--- config.mk ---
export PLATFORM = sky130hd
export DESIGN_NAME = level_queue_flat
export DESIGN_NICKNAME = d
export VERILOG_FILES = /design/src/rtl/level_queue_if.sv /design/src/rtl/level_queue.sv /design/src/flat_wrapper.sv
export SDC_FILE = /design/constraint.sdc
export NUM_CORES = 1
export LEC_CHECK = 0
export CORE_ASPECT_RATIO = 0.7
export CORE_MARGIN = 2
export CORE_UTILIZATION = 40
export CTS_BUF_LIST = sky130_fd_sc_hd__clkbuf_8
export CTS_CLUSTER_SIZE = 16
export DETAILED_ROUTE_END_ITERATION = 6
export GPL_TIMING_DRIVEN = 0
export PLACE_DENSITY_LB_ADDON = 0.1
export SYNTH_ARGS = -nofsm -noshare
export SYNTH_HDL_FRONTEND = slang
export SYNTH_SLANG_ARGS = --single-unit
--- constraint.sdc ---
create_clock -name clk -period 2.7 [get_ports clk]
set_clock_uncertainty 0.2 [all_clocks]
set_input_delay 0.54 -clock clk [delete_from_list [all_inputs] [get_ports clk]]
set_output_delay 0.54 -clock clk [all_outputs]
set_load 0.02 [all_outputs]
--- src/rtl/level_queue_if.sv ---
// level_queue_if: push/pop/status bundle between a queue and its producer/consumer.
interface level_queue_if #(
  parameter int DATA_WIDTH = 8,
  parameter int DEPTH = 8
);
  localparam int LW = $clog2(DEPTH + 1);
  logic clear;
  logic we;
  logic next;
  logic [DATA_WIDTH-1:0] in;
  logic [DATA_WIDTH-1:0] out;
  logic empty;
  logic full;
  logic [LW-1:0] level;
  logic almost_empty;
  logic almost_full;
  logic overflow;
  logic underflow;
  modport master (
    output clear, we, next, in,
    input out, empty, full, level, almost_empty, almost_full, overflow, underflow
  );
  modport slave (
    input clear, we, next, in,
    output out, empty, full, level, almost_empty, almost_full, overflow, underflow
  );
endinterface

--- src/rtl/level_queue.sv ---
// level_queue: FWFT FIFO of arbitrary depth with fill level, thresholds and sticky error flags.
module level_queue #(
  parameter int DATA_WIDTH = 8,
  parameter int DEPTH = 8,
  parameter int AFULL_LEVEL = DEPTH - 1,
  parameter int AEMPTY_LEVEL = 1
) (
  input logic clk,
  input logic rst,
  level_queue_if.slave q
);
  localparam int PW = $clog2(DEPTH);
  localparam int LW = $clog2(DEPTH + 1);
  logic [DATA_WIDTH-1:0] mem [DEPTH];
  logic [PW-1:0] wptr_q, wptr_d, rptr_q, rptr_d;
  logic [LW-1:0] level_q, level_d;
  logic overflow_q, overflow_d, underflow_q, underflow_d;
  logic empty, full, pop_ok, push_ok;
  always_comb begin
    empty = level_q == '0;
    full = level_q == LW'(DEPTH);
    pop_ok = q.next && !empty;
    push_ok = q.we && (!full || pop_ok);
    // pointers wrap explicitly so DEPTH need not be a power of two
    wptr_d = q.clear ? '0 : push_ok ? (wptr_q == PW'(DEPTH - 1) ? '0 : wptr_q + 1'b1) : wptr_q;
    rptr_d = q.clear ? '0 : pop_ok ? (rptr_q == PW'(DEPTH - 1) ? '0 : rptr_q + 1'b1) : rptr_q;
    level_d = q.clear ? '0 : level_q + LW'(push_ok) - LW'(pop_ok);
    overflow_d = !q.clear && (overflow_q || (q.we && !push_ok));
    underflow_d = !q.clear && (underflow_q || (q.next && empty));
  end
  always_ff @(posedge clk or posedge rst) begin
    if (rst) begin
      wptr_q <= '0;
      rptr_q <= '0;
      level_q <= '0;
      overflow_q <= 1'b0;
      underflow_q <= 1'b0;
    end else begin
      wptr_q <= wptr_d;
      rptr_q <= rptr_d;
      level_q <= level_d;
      overflow_q <= overflow_d;
      underflow_q <= underflow_d;
    end
  end
  always_ff @(posedge clk) begin
    if (push_ok && !q.clear) mem[wptr_q] <= q.in;
  end
  assign q.out = empty ? '0 : mem[rptr_q];
  assign q.empty = empty;
  assign q.full = full;
  assign q.level = level_q;
  assign q.almost_empty = level_q <= LW'(AEMPTY_LEVEL);
  assign q.almost_full = level_q >= LW'(AFULL_LEVEL);
  assign q.overflow = overflow_q;
  assign q.underflow = underflow_q;
endmodule
--- src/flat_wrapper.sv ---
// flat-port wrapper written by rule: the top's interface ports become plain ports
module level_queue_flat 
#(
  parameter int DATA_WIDTH = 8,
  parameter int DEPTH = 8,
  parameter int AFULL_LEVEL = DEPTH - 1,
  parameter int AEMPTY_LEVEL = 1
)
  (clk, rst, q_clear, q_we, q_next, q_in, q_out, q_empty, q_full, q_level, q_almost_empty, q_almost_full, q_overflow, q_underflow);
  level_queue_if #(.DATA_WIDTH(DATA_WIDTH), .DEPTH(DEPTH)) q_i ();
  input logic clk;
  input logic rst;
  input wire logic [$bits(q_i.clear)-1:0] q_clear;
  input wire logic [$bits(q_i.we)-1:0] q_we;
  input wire logic [$bits(q_i.next)-1:0] q_next;
  input wire logic [$bits(q_i.in)-1:0] q_in;
  output wire logic [$bits(q_i.out)-1:0] q_out;
  output wire logic [$bits(q_i.empty)-1:0] q_empty;
  output wire logic [$bits(q_i.full)-1:0] q_full;
  output wire logic [$bits(q_i.level)-1:0] q_level;
  output wire logic [$bits(q_i.almost_empty)-1:0] q_almost_empty;
  output wire logic [$bits(q_i.almost_full)-1:0] q_almost_full;
  output wire logic [$bits(q_i.overflow)-1:0] q_overflow;
  output wire logic [$bits(q_i.underflow)-1:0] q_underflow;
  assign q_i.clear = q_clear;
  assign q_i.we = q_we;
  assign q_i.next = q_next;
  assign q_i.in = q_in;
  assign q_out = q_i.out;
  assign q_empty = q_i.empty;
  assign q_full = q_i.full;
  assign q_level = q_i.level;
  assign q_almost_empty = q_i.almost_empty;
  assign q_almost_full = q_i.almost_full;
  assign q_overflow = q_i.overflow;
  assign q_underflow = q_i.underflow;
  level_queue #(.DATA_WIDTH(DATA_WIDTH), .DEPTH(DEPTH), .AFULL_LEVEL(AFULL_LEVEL), .AEMPTY_LEVEL(AEMPTY_LEVEL)) u_core (.clk(clk), .rst(rst), .q(q_i));
endmodule
==> impl_metrics.env <==
export IMPL_status="finished, final reports clean"
export IMPL_start_util_pct=41.3
export IMPL_syn_num_nets=211
export IMPL_grt_max_degree=14
export IMPL_yosys_area_top_type_share_pct=59.1
export IMPL_area_delta_synth_final_pct=30.2
export IMPL_finalSetupViolCount=0
export IMPL_grt_first_pass_wirelength_um=10900
export IMPL_gr_usage_all_layers_pct=17.1
export IMPL_yosys_area_top_type="edfxtp_1"
export IMPL_drive_gt1_share_pct=37.5
export IMPL_drc=0
export IMPL_ys_warn_count=0
export IMPL_syn_area_um2=3250
export IMPL_cts_tree="yes"
export IMPL_seq_area_frac_synth_pct=68.3
export IMPL_crit_path_end_kind="output port"
export IMPL_total_leakage_power_nw=1.57
export IMPL_h_tree_depth=3
export IMPL_max_slew_margin_pct=38.5
export IMPL_clkLatencyLatePin_ps=340
export IMPL_final_setup_worst_slack_ps=27.9
export IMPL_netlist_cell_type_count=36
export IMPL_drv_slew=0
export IMPL_finalNetCount=274
export IMPL_antenna_left=0
export IMPL_floorplan_rows=27
export IMPL_port_buffers=29
export IMPL_critPathMaxFanout=3
export IMPL_diodes=0
export IMPL_critPathRequiredTime_ps=1960
export IMPL_netlist_instances=185
export IMPL_rsz0062_at_grt="true"
export IMPL_totalWireLength_um=7060
export IMPL_ys_ff_latch=76
export IMPL_cts_root_buf="clkbuf_8"
export IMPL_cts_made_buffers=9
export IMPL_num_io_pins=31
export IMPL_synth_area_leaders="edfxtp_1, mux4_2, dfrtp_1"
export IMPL_final_hold_viol_count=0
export IMPL_fmax_mhz=374
export IMPL_path_clk_slew_ps=70
export IMPL_dieHeight_um=79.5
export IMPL_place_ws_ps=-680
export IMPL_max_cap_violations=0
export IMPL_ctsHoldBuffers=0
export IMPL_peakVddDrop_uv=408
export IMPL_gp_congestion=0.797
export IMPL_crit_type="flip-flop to output port"
export IMPL_avgSynthCellArea_um2=17.6
export IMPL_fin_tns_setup_ps=0
export IMPL_first_global_vias=1927
export IMPL_fin_util_pct=53.8
export IMPL_grt_overflow=0
export IMPL_report_power_total_w=0.00388
export IMPL_fp_dieW_um=112
export IMPL_critPathArrivalTime_ps=1930
export IMPL_routed_via_count=1813
export IMPL_drtIter0Drc=80
export IMPL_coreArea_um2=7870
export IMPL_antenna_found_initial=0
export IMPL_worst_pin_slew_ps=918
export IMPL_hold_class="flip-flop to flip-flop"
export IMPL_period_minus_slack_ps=2670
export IMPL_whs_ps=301
export IMPL_wire_per_inst_um=19.9
export IMPL_cts_sinks=76
export IMPL_drt_pass1_iterations=4
export IMPL_viasPerCell=5.12
export IMPL_cts_buffer_depth=2
export IMPL_period_share_pct=99.0
export IMPL_critPathLaunchType="flip-flop"
export IMPL_dieArea_um2=8880
export IMPL_power_per_cell_area_nw_per_um2=915
export IMPL_hpwl_um=4580
path summary, 6_finish.rpt:
path / start / endpoint / slack, ps / cells past startpoint
worst max-delay path: u_core.q.level[2] / q_out[6] / 30 / 8
worst min-delay path: u_core.q.underflow / u_core.q.underflow / 300 / 2
worst max register to register: u_core.q.level[2] / u_core.q.level[3] / 50 / 12
worst min register to register: u_core.q.underflow / u_core.q.underflow / 300 / 2
max in group asynchronous: rst / u_core.wptr_q[0] / 1610 / 2
min in group asynchronous: rst / u_core.q.level[1] / 330 / 2
flip-flops by register name, indices dropped and copies added (netlist names):
| name | count |
|---|---|
| u_core.mem | 64 |
| u_core.q.level | 4 |
| u_core.rptr_q | 3 |
| u_core.q.overflow | 1 |
| u_core.wptr_q | 3 |
| u_core.q.underflow | 1 |
repair_timing:
item,CTS,global route
cloned,0,1
setup buffers,15,4
endpoints found under the hold margin,0,0
resized for setup,58,28
pin swaps,3,15
endpoints found under the setup margin,25,41
where the power goes:
part / leakage (nW) / switching, W / internal [W] / total, W
clock network: 0.100 / 0.000410 / 0.000423 / 0.000834
logic: 0.730 / 0.000737 / 0.000897 / 0.00163
registers: 0.738 / 0.0000662 / 0.00135 / 0.00141
critical path, stage by stage, from the launching register on:
cell and delay (ps):
dfrtp_1 400, inv_2 90, ha_4 140, nor3b_4 260, buf_6 160, nor2_4 40, buf_12 130, a22o_4 240
buf_6 130
logic make-up (layout without fill, tap and decap cells):
logic type	after synthesis	in the layout	share of synthesized area, %
flip-flops	76	76	68.3
AND/OR/NAND/NOR	33	33	6.00
AO/OA/AOI/OAI	23	23	5.04
multiplexers	20	20	12.5
buffers and inverters	19	87	2.69
adder cells (fa/ha/maj)	13	13	5.23
XOR/XNOR	1	1	0.269
cells in the mapped netlist, drive strengths merged:
cell     n
nor3b    1
nor3     5
mux2     2
mux4    16
dfrtp   12
buf      5
nand2    1
or4      1
o211ai   2
or4b     1
clkbuf   3
o21ai    4
nor4     2
or3b     2
nand2b   3
xnor2    1
mux2i    2
or3      1
nand3    1
a21oi    8
nor2     7
nand3b   2
inv     11
ha      12
edfxtp  64
nor2b    6
fa       1
a21o     1
a22o     8
routing by layer:
layer	track usage, %	part of all wire [%]
met3	5.09	4.2
met4	4.81	1.1
met2	28.6	50
met5	0	0
met1	21.9	44
final cells by class:
class	count	area, µm²
Clock inverter	7	68.8
Multi-Input combinational cell	90	1040
Fill cell	637	3630
Buffer	8	87.6
Tap cell	101	126
Timing Repair Buffer	52	527
Sequential cell	76	2220
Inverter	11	43.8
Clock buffer	9	124
layout by cell type (no fill, tap or decap), types with 2 or more instances in the layout:
| master | n |
|---|---|
| mux4_2 | 16 |
| nor2b_1 | 6 |
| mux2i_1 | 2 |
| buf_12 | 4 |
| dfrtp_1 | 12 |
| clkdlybuf4s50_1 | 17 |
| inv_1 | 8 |
| nor2_1 | 4 |
| buf_4 | 18 |
| nor3_2 | 4 |
| edfxtp_1 | 64 |
| a21oi_1 | 7 |
| o21ai_0 | 3 |
| ha_1 | 10 |
| a22o_1 | 7 |
| o211ai_1 | 2 |
| buf_6 | 12 |
| inv_2 | 3 |
| nand3b_1 | 2 |
| nor4_2 | 2 |
| clkbuf_1 | 2 |
| clkbuf_8 | 10 |
| clkinv_4 | 2 |
| dlymetal6s2s_1 | 2 |
| nand2b_1 | 3 |
| nor2_2 | 2 |
| clkinv_2 | 2 |
per-stage QoR:
stage | cell area (µm²) | std cells
2_1_floorplan | 3260 | 185
5_1_grt | 4240 | 354
6_report | 4240 | 354
4_1_cts | 4100 | 349
3_3_place_gp | 3680 | 315
3_5_place_dp | 3720 | 318
Note: power is estimated with default switching activity, not from simulation.
